<file path="src/rtl/riscv_pkg.sv">
// Shared RISC-V definitions: load widths and the load aligner FSM state.
package riscv_pkg;

   typedef enum logic [1:0] {
      MEM_B = 2'd0,
      MEM_H = 2'd1,
      MEM_W = 2'd2,
      MEM_D = 2'd3
   } mem_width_t;

   typedef enum logic [1:0] {
      LA_IDLE    = 2'd0,
      LA_COLLECT = 2'd1,
      LA_DRAIN   = 2'd2
   } load_aligner_state_t;

   // Number of meaningful bytes in a load of the given width.
   function automatic logic [3:0] mem_width_bytes(input mem_width_t width);
      case (width)
         MEM_B:   return 4'd1;
         MEM_H:   return 4'd2;
         MEM_W:   return 4'd4;
         default: return 4'd8;
      endcase
   endfunction

endpackage

</file>
<file path="src/rtl/clarvi_load_aligner.sv">
// Collects a byte-serial memory response into a buffer, then replays it one
// byte per cycle with zero/sign extension applied for the latched load width.
module clarvi_load_aligner
   import riscv_pkg::*;
#(
   parameter int XLEN_BYTES = 8
) (
   input  logic                clock,
   input  logic                reset,
   input  logic                stall,
   input  logic                read_pending,
   input  logic [7:0]          read_data,
   input  logic [2:0]          access_part,
   input  mem_width_t          memory_width,
   input  logic                load_unsigned,
   output logic [7:0]          wb_data,
   output logic [2:0]          wb_part,
   output logic                wb_valid,
   output logic                busy,
   output logic                protocol_error,
   output load_aligner_state_t debug_state
);

   localparam int         IDX_W     = $clog2(XLEN_BYTES);
   localparam logic [2:0] LAST_PART = 3'(XLEN_BYTES - 1);

   // Upstream contract: a response byte is offered with read_pending=1 and is
   // consumed on any rising edge with stall=0; while stall=1 the upstream must
   // hold it. Responses arrive strictly in order, part 0 first.
   load_aligner_state_t state;
   logic [2:0]          expect_part;
   logic [2:0]          drain_part;
   mem_width_t          width_q;
   logic                unsigned_q;
   logic [7:0]          buffer [XLEN_BYTES];

   logic [2:0]          top_idx;
   logic                sign_bit;

   function automatic logic [7:0] extend_byte(input logic [2:0] part,
                                              input mem_width_t width,
                                              input logic zero_ext,
                                              input logic [7:0] data,
                                              input logic sign);
      if ({1'b0, part} < mem_width_bytes(width)) return data;
      if (zero_ext || width == MEM_D) return 8'h00;
      return {8{sign}};
   endfunction

   always_ff @(posedge clock) begin
      if (reset) begin
         state          <= LA_IDLE;
         expect_part    <= 3'd0;
         drain_part     <= 3'd0;
         width_q        <= MEM_B;
         unsigned_q     <= 1'b0;
         protocol_error <= 1'b0;
         for (int i = 0; i < XLEN_BYTES; i++) buffer[i] <= 8'h00;
      end else if (!stall) begin
         case (state)
            LA_IDLE: begin
               if (read_pending) begin
                  if (access_part == 3'd0) begin
                     buffer[0]   <= read_data;
                     width_q     <= memory_width;
                     unsigned_q  <= load_unsigned;
                     expect_part <= 3'd1;
                     state       <= LA_COLLECT;
                  end else begin
                     protocol_error <= 1'b1;
                  end
               end
            end
            LA_COLLECT: begin
               if (read_pending) begin
                  if (access_part == expect_part) begin
                     buffer[access_part[IDX_W-1:0]] <= read_data;
                     expect_part                    <= expect_part + 3'd1;
                     if (access_part == LAST_PART) begin
                        state      <= LA_DRAIN;
                        drain_part <= 3'd0;
                     end
                  end else begin
                     // Out-of-order byte: abandon the whole load.
                     protocol_error <= 1'b1;
                     expect_part    <= 3'd0;
                     state          <= LA_IDLE;
                  end
               end
            end
            LA_DRAIN: begin
               if (read_pending) protocol_error <= 1'b1;
               if (drain_part == LAST_PART) begin
                  drain_part <= 3'd0;
                  state      <= LA_IDLE;
               end else begin
                  drain_part <= drain_part + 3'd1;
               end
            end
            default: state <= LA_IDLE;
         endcase
      end
   end

   // The buffer is frozen during DRAIN, so the sign bit cannot change mid-replay.
   assign top_idx  = 3'(mem_width_bytes(width_q) - 4'd1);
   assign sign_bit = buffer[top_idx[IDX_W-1:0]][7];

   assign wb_valid    = (state == LA_DRAIN);
   assign wb_part     = wb_valid ? drain_part : 3'd0;
   assign wb_data     = wb_valid ? extend_byte(drain_part, width_q, unsigned_q,
                                               buffer[drain_part[IDX_W-1:0]], sign_bit)
                                 : 8'h00;
   assign busy        = (state != LA_IDLE);
   assign debug_state = state;

endmodule
</file>
<file path="config.mk">
export PLATFORM = sky130hd
export DESIGN_NAME = clarvi_load_aligner
export DESIGN_NICKNAME = d
export VERILOG_FILES = /design/src/rtl/riscv_pkg.sv /design/src/rtl/clarvi_load_aligner.sv
export SDC_FILE = /design/constraint.sdc
export NUM_CORES = 1
export LEC_CHECK = 0
export CORE_AREA = 8 8 93 95
export CTS_BUF_LIST = sky130_fd_sc_hd__clkbuf_8
export CTS_CLUSTER_SIZE = 28
export DETAILED_ROUTE_END_ITERATION = 6
export DIE_AREA = 0 0 101 103
export PLACE_DENSITY_LB_ADDON = 0.3
export SETUP_SLACK_MARGIN = 0.5
export SYNTH_ARGS = -nofsm -noshare
export SYNTH_HDL_FRONTEND = slang
export SYNTH_SLANG_ARGS = --single-unit
</file>
<file path="constraint.sdc">
create_clock -name clock -period 2.21 [get_ports clock]
set_input_delay 0.442 -clock clock [delete_from_list [all_inputs] [get_ports clock]]
set_output_delay 0.442 -clock clock [all_outputs]
set_load 0.03 [all_outputs]
</file>
==> impl_results.rst <==
.. list-table::
   :header-rows: 1

   * - Metric
     - Value
   * - Result of the run
     - complete, but fails checks
   * - Violations in the final reports
     - setup timing
   * - Total congestion overflow
     - 0
   * - Number of flip-flops and latches in the synthesized netlist
     - 79
   * - Total power of the final layout
     - 3.02 mW
   * - Final net count
     - 413
   * - Detailed-placement wirelength estimate
     - between 6000 and 7000 um
   * - Boundary Pins
     - 34
   * - Post-route setup slack
     - -0.207 ns
   * - Count of inserted antenna diode cells
     - 0
   * - Final design utilization
     - 78.5%
   * - Seq/Total Area, Yosys
     - 53.1%
   * - Final weighted congestion in routability-driven placement
     - roughly 0.86
   * - Avg Vias per Cell
     - between 5 and 6
   * - Worst setup slack after placement
     - -0.0463 ns
   * - Count of input and output buffers
     - 33
   * - Cell with the most instances after synthesis
     - and2_1
   * - Total of endpoints with negative setup slack in the final report
     - 8
   * - Required time reported for the critical path endpoint
     - approximately 1.8 ns
   * - Average wire length per cell after detail routing
     - approximately 21 um
   * - Number of antenna violations at the first check in global routing
     - 0
   * - Placeable core area
     - 7140 um^2
   * - Pwr/cell area
     - 539 nW/um^2
   * - Synthesized net count
     - 329
   * - Critical path fanouts, max
     - 8
   * - Average cell area after synthesis
     - 13.9 um^2
   * - Yosys top cell area share
     - 45.9%
   * - Data arrival time of the critical path
     - roughly 2 ns
   * - Synth-to-Final Area Change
     - 33.8%
   * - Vias in the first global route
     - between 2k and 3k
   * - Maximum number of pins on one net before global-route repair
     - 23
   * - Slew @ Worst Pin
     - 0.391 ns
   * - Buffers from clock root to sink, at most
     - 2
   * - Post-Syn Area
     - 4190 um^2
   * - Count of unique library cells instantiated by Yosys
     - 56
   * - Count of endpoints failing hold in the final timing report
     - 0
   * - Total routing usage reported by global routing
     - 20.6%
   * - Remaining routing DRC violations
     - 0
   * - Most common flop cell mapped by yosys
     - edfxtp_1
   * - Top achievable clock speed
     - between 0.4 and 0.5 GHz
   * - Post-DP Area
     - about 5100 um^2
   * - Gate count of the mapped netlist
     - 302
   * - Fraction of final layout cells with drive strength greater than 1
     - 43.5%
   * - Die outline width
     - 101 um
   * - Worst slew slack as a fraction of its limit
     - 73.9%
   * - VDD IR-drop max
     - 0.295 mV
   * - Tmin final
     - 2.42 ns
   * - Routed wire length
     - 10200 um
   * - Die Footprint
     - approximately 10000 um^2
   * - Post-CTS clock slew at the launch and capture registers of the worst setup and hold paths
     - around 0.08 ns
   * - Clock Skews
     - roughly 0.011 ns
   * - Startpoint-to-endpoint class of the critical path
     - reg -> out
   * - Clock tree from TritonCTS
     - yes
   * - Most area-hungry cell type in the Yosys netlist
     - edfxtp_1
   * - Count of clock tree sinks
     - between 70 and 80
   * - Library cell used as clock root buffer
     - clkbuf_8
   * - Final Max Slew Viols
     - 0
   * - Insertion delay of the later-clocked pin in the worst-skew pair
     - 0.35 ns
   * - Reported max-cap violation count
     - 0
   * - Total CTS buffers
     - 9
   * - Depth of the CTS H-tree
     - 3
   * - Fraction of registers with async set or reset after synthesis
     - 0%
   * - Crit. End Element
     - output pin
   * - Number of synthesized flops with an enable pin
     - 64
   * - Height of the chip
     - 103 um
   * - Post-route clock period utilization
     - 109%
   * - Number of search-and-repair iterations in the first detailed-routing pass
     - 4
   * - Post-route ant nets
     - 0
   * - Drt initial violations
     - 244
   * - Site row count
     - 31
   * - Leading post-synthesis cells by cell area
     - edfxtp_1 46%, and2_1 10%, mux4_2 8.6%
   * - LEAKAGE
     - 2.04 nW
   * - Most instantiated cells after synthesis
     - 67 x and2_1, 64 x edfxtp_1, 16 x mux4_2
   * - Worst setup SP type
     - flop
   * - Wire length of the first global-routing pass
     - 16100 um
   * - Area of all placed cells without fillers
     - 5600 um^2
   * - Unrepaired setup endpoints after global routing
     - yes
   * - DR vias
     - between 2k and 3k
   * - Count of synthesis-stage warnings from yosys
     - 0
   * - Sum Neg Setup Slack
     - -1.45 ns
   * - Initial Utilization
     - 58.7%
   * - Min-delay worst type
     - reg -> reg
-- flip-flops by register name, summed over array words and instances (netlist names), named ones only --
register and cells:
buffer 64, expect_part 3, drain_part 3, width_q 2, unsigned_q 1, protocol_error 1
debug_state 2
-- layout make-up --
class	instances	area [um^2]
multi-input combinational	203	2190
clock buffer	9	124
tap	99	124
fill	411	1530
clock inverter	7	63.8
timing repair buffer	84	801
sequential	79	2240
inverter	9	56.3
-- placed cells by master, fill, tap and decap left out, types with 3 or more instances in the layout --
cell / n
mux4_2: 16
ha_1: 5
ha_4: 4
and2_1: 66
or2_4: 7
nand2_1: 5
mux2i_1: 10
inv_1: 5
nor3_4: 5
clkbuf_8: 9
a21oi_2: 5
dfxtp_2: 5
a21oi_1: 3
nand4_1: 4
edfxtp_1: 64
nor4_4: 3
buf_12: 4
buf_4: 38
nor2_1: 6
buf_6: 21
dfxtp_1: 6
dlygate4sd2_1: 5
dfxtp_4: 4
nand2b_1: 6
clkdlybuf4s50_1: 11
a211oi_4: 8
xnor2_4: 3
-- worst paths after layout --
check                                     from        endpoint  slack [ns]  depth (start not counted)
worst max-delay path                width_q[1]      wb_data[6]       -0.21                          7
worst min register to register  protocol_error  protocol_error        0.50                          2
worst max register to register  debug_state[0]  debug_state[1]        0.51                          7
worst min-delay path            protocol_error  protocol_error        0.50                          2
-- where the power goes --
part           leakage [nW]  switching (mW)  internal (mW)
combinational          1.16           0.176          0.153
clock                0.0982           0.517          0.514
sequential            0.788          0.0189           1.64
total                  2.04           0.711           2.31
-- critical path, stage by stage (launching register included) --
cell,delay [ns]
dfxtp_4,0.35
nand2b_4,0.14
ha_4,0.26
nor3b_2,0.04
a21oi_2,0.19
nand2_4,0.20
a211oi_4,0.28
buf_6,0.17
-- stage by stage --
| step | hold WS (ns) | std cells |
|---|---|---|
| 5_1_grt | 0.508 | 490 |
| 3_5_place_dp | 0.483 | 457 |
| 2_1_floorplan | 0.489 | 302 |
| 4_1_cts | 0.499 | 480 |
| 3_3_place_gp | 0.450 | 457 |
| 6_report | 0.496 | 490 |
-- what timing repair did --
item | CTS | global route
setup endpoints to repair | 156 | 74
pin swaps | 12 | 21
setup buffers | 7 | 10
gates resized for setup | 68 | 41
hold buffers | 0 | 0
-- logic make-up (layout without fill, tap and decap cells) --
kind of cell,after synthesis,in the layout,share of synthesized area [%]
and+or+nand+nor,124,124,20.9
DFF,79,79,53.1
AOI/OAI and AO/OA,35,35,6.69
muxes,29,29,11.7
buffers and inverters,20,109,2.48
adders and majority gates,9,9,2.69
xor gates and xnor gates,6,6,2.51
-- routing by layer --
metal	track usage, %	vias up	routed length, um
met4	8.13	0	246
met3	3.38	21	583
met1	25.7	1418	3900
li1	-	1294	-
met5	0	-	0
met2	35.3	96	5470
Power figures use the tool's default switching activity.
==> variant 1: new RTL, same settings <==
Change the parameter `XLEN_BYTES` from 8 to 4.
--- a/src/rtl/clarvi_load_aligner.sv
+++ b/src/rtl/clarvi_load_aligner.sv
@@ -3,7 +3,7 @@
 module clarvi_load_aligner
    import riscv_pkg::*;
 #(
-   parameter int XLEN_BYTES = 8
+   parameter int XLEN_BYTES = 4
 ) (
    input  logic                clock,
    input  logic                reset,
Function: changed (a bounded check fails within 10 cycles, from zero or initial values and one cycle with reset high).
==> variant 1 against the original RTL <==
Design area down 32%. Largest cell class is now multi-input gates. Die area unchanged. Routed wire length down 43%. Maximum frequency up 2.6%. Power down 42%. The run still ends with negative setup slack left. Critical path type unchanged. Critical endpoint is now wb_data[1]. Count of clock-buffer cells in the layout down 4. Sequential cell count down 33. Synthesized area down 39%. Largest power group unchanged. Core utilization down 25 points. Global-route usage down 8.9 points. Hold slack worse by 0.045 ns. Worst setup slack better by 0.062 ns. Clock skew down 0.0041 ns.
==> variant 1: results (changes against the original RTL) <==
[worst_setup_path]
cp_top_family = compound AO/OA/AOI/OAI gates  ; unchanged
crit_slowest_cell = dfxtp_4  ; unchanged
slowest_delay_ns = 0.36
crit_arrival_ns = 1.91  ; was 1.98 ns
cp_max_fo = 8  ; unchanged

[placement]
dp_hpwl_mm = 4.20  ; was 6.84 mm
routabilityCongestion = 0.778  ; was 0.862
port_buffers = 33  ; unchanged

[timing]
worstMarginPinSlew_ns = 0.345  ; was 0.391 ns
setup_tns_ns = -1.15  ; was -1.45 ns
skew_ns = 0.00695  ; was 0.0111 ns
finalWorstSetupSlack_ns = -0.146  ; was -0.207 ns
setup_violations = 8  ; unchanged

[logic_synthesis]
synth_mux_area_share_pct = 9.64  ; was 11.7%
yosys-top-cells-count = edfxtp_1 (32), and2_1 (27), nor2_1 (23)  ; was and2_1 (67), edfxtp_1 (64), mux4_2 (16)
synth_enable_flop_cells = 32  ; was 64
synth.distinct_cells = 50  ; was 56
async_flop_share_pct = 0  ; unchanged
synth_seq_area_share_pct = 48.5  ; was 53.1%
synthXorXnorAreaFrac_pct = 1.61  ; was 2.51%
synth_fp_nets = 236  ; was 329
synth_warnings = 0  ; unchanged
yosysMostFrequentCell = edfxtp_1  ; was and2_1
synthTopCellsByArea = edfxtp_1 (38%), dfxtp_1 (11%), mux4_2 (7.0%)  ; was edfxtp_1 (46%), and2_1 (10%), mux4_2 (8.6%)
synthAdderAreaFrac_pct = 4.40  ; was 2.69%
synth_compound_area_share_pct = 8.27  ; was 6.69%

[layout]
drive_above_1_share_pct = 51.4  ; was 43.5%
layout.nets = 322  ; was 413
top_regs = buffer (32), drain_part (3), expect_part (3)  ; was buffer (64), drain_part (3), expect_part (3)
fillers = 625  ; was 411
antenna_cells = 0  ; unchanged

[global_routing]
antenna_found_initial = 0  ; unchanged
grt_pass1_wl_mm = 9.39  ; was 16.1 mm
track_usage_pct = 11.7  ; was 20.6%
grt_max_degree = 17  ; was 23

[cts]
insertion_delay_ns = 0.30  ; was 0.35 ns
numCtsBuffers = 5  ; was 9
cts-root-buf = clkbuf_8  ; unchanged
cts_max_level = 2  ; was 3
clk_pin_slew_ns = 0.09
clk_path_buf_depth = 2  ; unchanged

[worst_hold_path]
min_path_type = reg -> reg  ; unchanged

[routing]
wire_per_inst_um = 14.7  ; was 20.8 µm
dr.first_iter.drc_count = 56  ; was 244
via_count = 1891  ; was 2,829
drt_pass1_iterations = 4  ; unchanged

[pwr]
power_clock_uw = 532  ; was 1030 µW
power.internal_uw = 1300  ; was 2310 µW
p_leak_uw = 0.00147  ; was 0.00204 µW
ir_worst_vdd_mv = 0.268  ; was 0.295 mV
combPwrFrac_pct = 15.0  ; was 10.9%

[status]
outcome = complete, but fails checks  ; unchanged
violations = negative setup slack  ; unchanged

[variant 1: area by class of cell]
cell class | instances | area [µm²] | area share (%)
clock buffers | 5 | 68.8 | 1.80
inverters | 10 | 47.5 | 1.24
multi-input cells | 145 | 1490 | 39.0
clock inverters | 3 | 23.8 | 0.621
flip-flops and latches | 46 | 1260 | 32.8
well taps | 99 | 124 | 3.23
repair buffers | 87 | 816 | 21.3
[variant 1: worst paths after layout]
path / from / endpoint / slack [ns] / cells after the start
worst min-delay path: protocol_error / protocol_error / 0.45 / 2
worst max-delay path: width_q[1] / wb_data[1] / -0.15 / 8
worst min register to register: protocol_error / protocol_error / 0.45 / 2
worst max register to register: debug_state[0] / buffer[0][2] / 0.43 / 9
[variant 1: routing by layer]
layer / part of all wire [%] / track usage [%] / vias up
li1: - / - / 939
met1: 44 / 13.6 / 921
met2: 52 / 21.1 / 24
met3: 2.8 / 2.09 / 7
met4: 1.2 / 4.12 / 0
met5: 0 / 0 / -
[variant 1: timing repair]
| action | in CTS | in global routing |
|---|---|---|
| pin swaps | 12 | 16 |
| buffers inserted | 7 | 5 |
| setup endpoints to repair | 90 | 45 |
| gates resized for setup | 126 | 32 |
[variant 1: metrics by stage]
stage	power, µW	setup slack [ns]	std cells	cell area, µm²
final	1740	-0.146	395	3830
after global routing	1820	-0.247	395	3830
after CTS	1740	-0.169	390	3720
after detailed placement	1190	-0.375	375	3450
after global placement	1190	-0.342	375	3450
after floorplan	1090	0.168	209	2730
[variant 1: kinds of logic (layout without fill, tap and decap cells)]
| family | Yosys count | in the layout |
|---|---|---|
| and+or+nand+nor | 93 | 93 |
| xor gates and xnor gates | 3 | 3 |
| adders and majority gates | 9 | 9 |
| AOI/OAI and AO/OA | 26 | 26 |
| DFF | 46 | 46 |
| buffers and inverters | 18 | 105 |
| muxes | 14 | 14 |
==> variant 2: new RTL, same settings <==
Without the edit above. Register the output `debug_state` once more; this adds one clock of latency there. The other outputs are not delayed to match.
--- a/src/rtl/clarvi_load_aligner.sv
+++ b/src/rtl/clarvi_load_aligner.sv
@@ -112,6 +112,8 @@
                                                buffer[drain_part[IDX_W-1:0]], sign_bit)
                                  : 8'h00;
    assign busy        = (state != LA_IDLE);
-   assign debug_state = state;
+   always_ff @(posedge clock) begin
+      debug_state <= state;
+   end
 
 endmodule
Check against the original RTL: not equivalent (Yosys sat finds a counterexample within 4 cycles, from zero or initial values and one cycle with reset high).
==> variant 2 against the original RTL <==
Worst setup slack better by 0.0011 ns. Sequential share of layout area is 1.3 points higher. Hold slack worse by 0.076 ns. Sequential cell count is 2 higher. Maximum frequency hardly changed. Routed wire length is 3.1% lower. Synthesized area is 0.96% higher. The run still ends with negative setup slack left. Power is 2.8% lower. Largest power group unchanged. Cell count is 1.4% lower. Design area is 1.7% lower. Critical path depth stayed put. First-iteration DRC count is 29% lower.
==> variant 2: results (changes against the original RTL) <==
[status]
outcome = complete, but fails checks  ; unchanged
violations = negative setup slack  ; unchanged

[worst_hold_path]
hold_path_depth = 0  ; was 2
min_path_type = reg -> reg  ; unchanged
hold_start = state[1]  ; was protocol_error
holdPathEnd = debug_state[1]  ; was protocol_error

[worst_setup_path]
worstReg2RegStart = drain_part[1]  ; was debug_state[0]
reg2regPathDepth = 5  ; was 7
slowest_delay_ns = 0.35  ; about the same
crit_arrival_ns = 1.97
crit_slowest_cell = dfxtp_4  ; unchanged
reg2reg_to = state[1]  ; was debug_state[1]
cp_max_fo = 8  ; unchanged
r2r_setup_slack_ns = 0.51  ; about the same

[logic_synthesis]
ys.flop_type = edfxtp_1  ; unchanged
async_flop_share_pct = 0  ; unchanged
synthTopCellsByArea = edfxtp_1 (45%), and2_1 (9.9%), mux4_2 (8.5%)  ; was edfxtp_1 (46%), and2_1 (10%), mux4_2 (8.6%)
yosys-top-cells-count = and2_1 (67), edfxtp_1 (64), dfxtp_1 (17)  ; was and2_1 (67), edfxtp_1 (64), mux4_2 (16)
synth.distinct_cells = 56  ; unchanged
synth_enable_flop_cells = 64  ; unchanged
synth_fp_nets = 331  ; was 329
synth_warnings = 0  ; unchanged
synth_seq_area_share_pct = 53.5  ; was 53.1%

[layout]
top_regs = buffer (64), drain_part (3), expect_part (3)  ; unchanged
antenna_cells = 0  ; unchanged
fillers = 451  ; was 411
layout.nets = 407  ; was 413
drive_above_1_share_pct = 42.7  ; was 43.5%

[global_routing]
grt_max_degree = 23  ; unchanged
track_usage_pct = 20.2  ; was 20.6%
antenna_found_initial = 0  ; unchanged
grt_pass1_wl_mm = 15.6  ; was 16.1 mm
grt_pass1_vias = 2903  ; was 2,959

[cts]
insertion_delay_ns = 0.34
cts_hold_buf = 0  ; unchanged
numCtsBuffers = 9  ; unchanged
cts_max_level = 3  ; unchanged
cts-root-buf = clkbuf_8  ; unchanged
clk_pin_slew_ns = 0.09
clk_path_buf_depth = 2  ; unchanged

[routing]
wire_per_inst_um = 20.4  ; was 20.8 µm
dr.first_iter.drc_count = 173  ; was 244
drt_pass1_iterations = 4  ; unchanged
avgViaCountPerCell = 5.71  ; was 5.77

[timing]
skew_ns = 0.00796  ; was 0.0111 ns
worstMarginPinSlew_ns = 0.700  ; was 0.391 ns
finalWorstSetupSlack_ns = -0.206  ; was -0.207 ns
setup_violations = 8  ; unchanged
setup_tns_ns = -1.35  ; was -1.45 ns

[pwr]
ir_worst_vdd_mv = 0.380  ; was 0.295 mV
power.internal_uw = 2220  ; was 2310 µW
p_leak_uw = 0.00201  ; was 0.00204 µW

[placement]
post-place-ws_ns = -0.0998  ; was -0.0463 ns
routabilityCongestion = 0.888  ; was 0.862
port_buffers = 33  ; unchanged
dp_hpwl_mm = 6.75  ; was 6.84 mm

[variant 2: critical path, delay by kind of cell, from the launching register on]
family | cells | cell delay (ns)
adders and majority gates | 1 | 0.26
DFF | 1 | 0.35
AOI/OAI and AO/OA | 2 | 0.47
buffers and inverters | 1 | 0.17
and+or+nand+nor | 3 | 0.38
[variant 2: power groups by stage]
stage | logic [µW] | clock network [µW] | registers [µW]
2_1_floorplan | 160 | 0 | 1730
3_3_place_gp | 273 | 0 | 1730
3_5_place_dp | 279 | 0 | 1740
4_1_cts | 290 | 922 | 1700
5_1_grt | 337 | 988 | 1700
6_report | 319 | 919 | 1700
[variant 2: worst max-delay path by stage]
stage	start	endpoint	slack, ns	cells past startpoint
floorplan	width_q[1]	wb_data[0]	0.20	6
global placement	access_part[2]	flop	-0.05	7
detailed placement	access_part[2]	flop	-0.1	7
CTS	width_q[1]	wb_data[0]	-0.21	7
global route	width_q[1]	wb_data[5]	-0.27	7
finish	width_q[1]	wb_data[5]	-0.21	7
[variant 2: cell families after synthesis]
| family | Yosys count | synth area share (%) |
|---|---|---|
| simple gates | 124 | 20.7 |
| buf+inv | 20 | 2.46 |
| flops | 81 | 53.5 |
| compound gates | 35 | 6.63 |
| mux | 29 | 11.6 |
| xor+xnor | 6 | 2.49 |
| fa+ha+maj | 9 | 2.66 |
[variant 2: per-stage QoR]
stage / instances / hold slack [ns] / cell area, µm² / power [µW]
after detailed placement: 455 / 0.425 / 5060 / 2010
after CTS: 476 / 0.419 / 5360 / 2910
after global routing: 483 / 0.422 / 5510 / 3030
final: 483 / 0.420 / 5510 / 2930
after global placement: 455 / 0.420 / 5060 / 2010
after floorplan: 304 / 0.384 / 4450 / 1890
[variant 2: cell type report]
type	count	share of cell area, %
inverter	9	0.977
tap	99	2.25
timing repair buffer	76	13.1
sequential	81	41.4
multi-input combinational	203	39.4
clock inverter	6	0.636
clock buffer	9	2.25
[variant 2: timing repair]
item,4_1_cts,5_1_grt
pin swaps,12,13
resized for setup,73,32
setup endpoints to repair,158,60
setup buffers,6,7
[variant 2: metal layers]
layer | global-route usage, % | vias up | share of wire (%)
met5 | 0 | - | 0
met1 | 25.1 | 1365 | 37
met2 | 34.9 | 105 | 54
met4 | 6.30 | 0 | 0.89
li1 | - | 1284 | -
met3 | 3.98 | 6 | 7.7
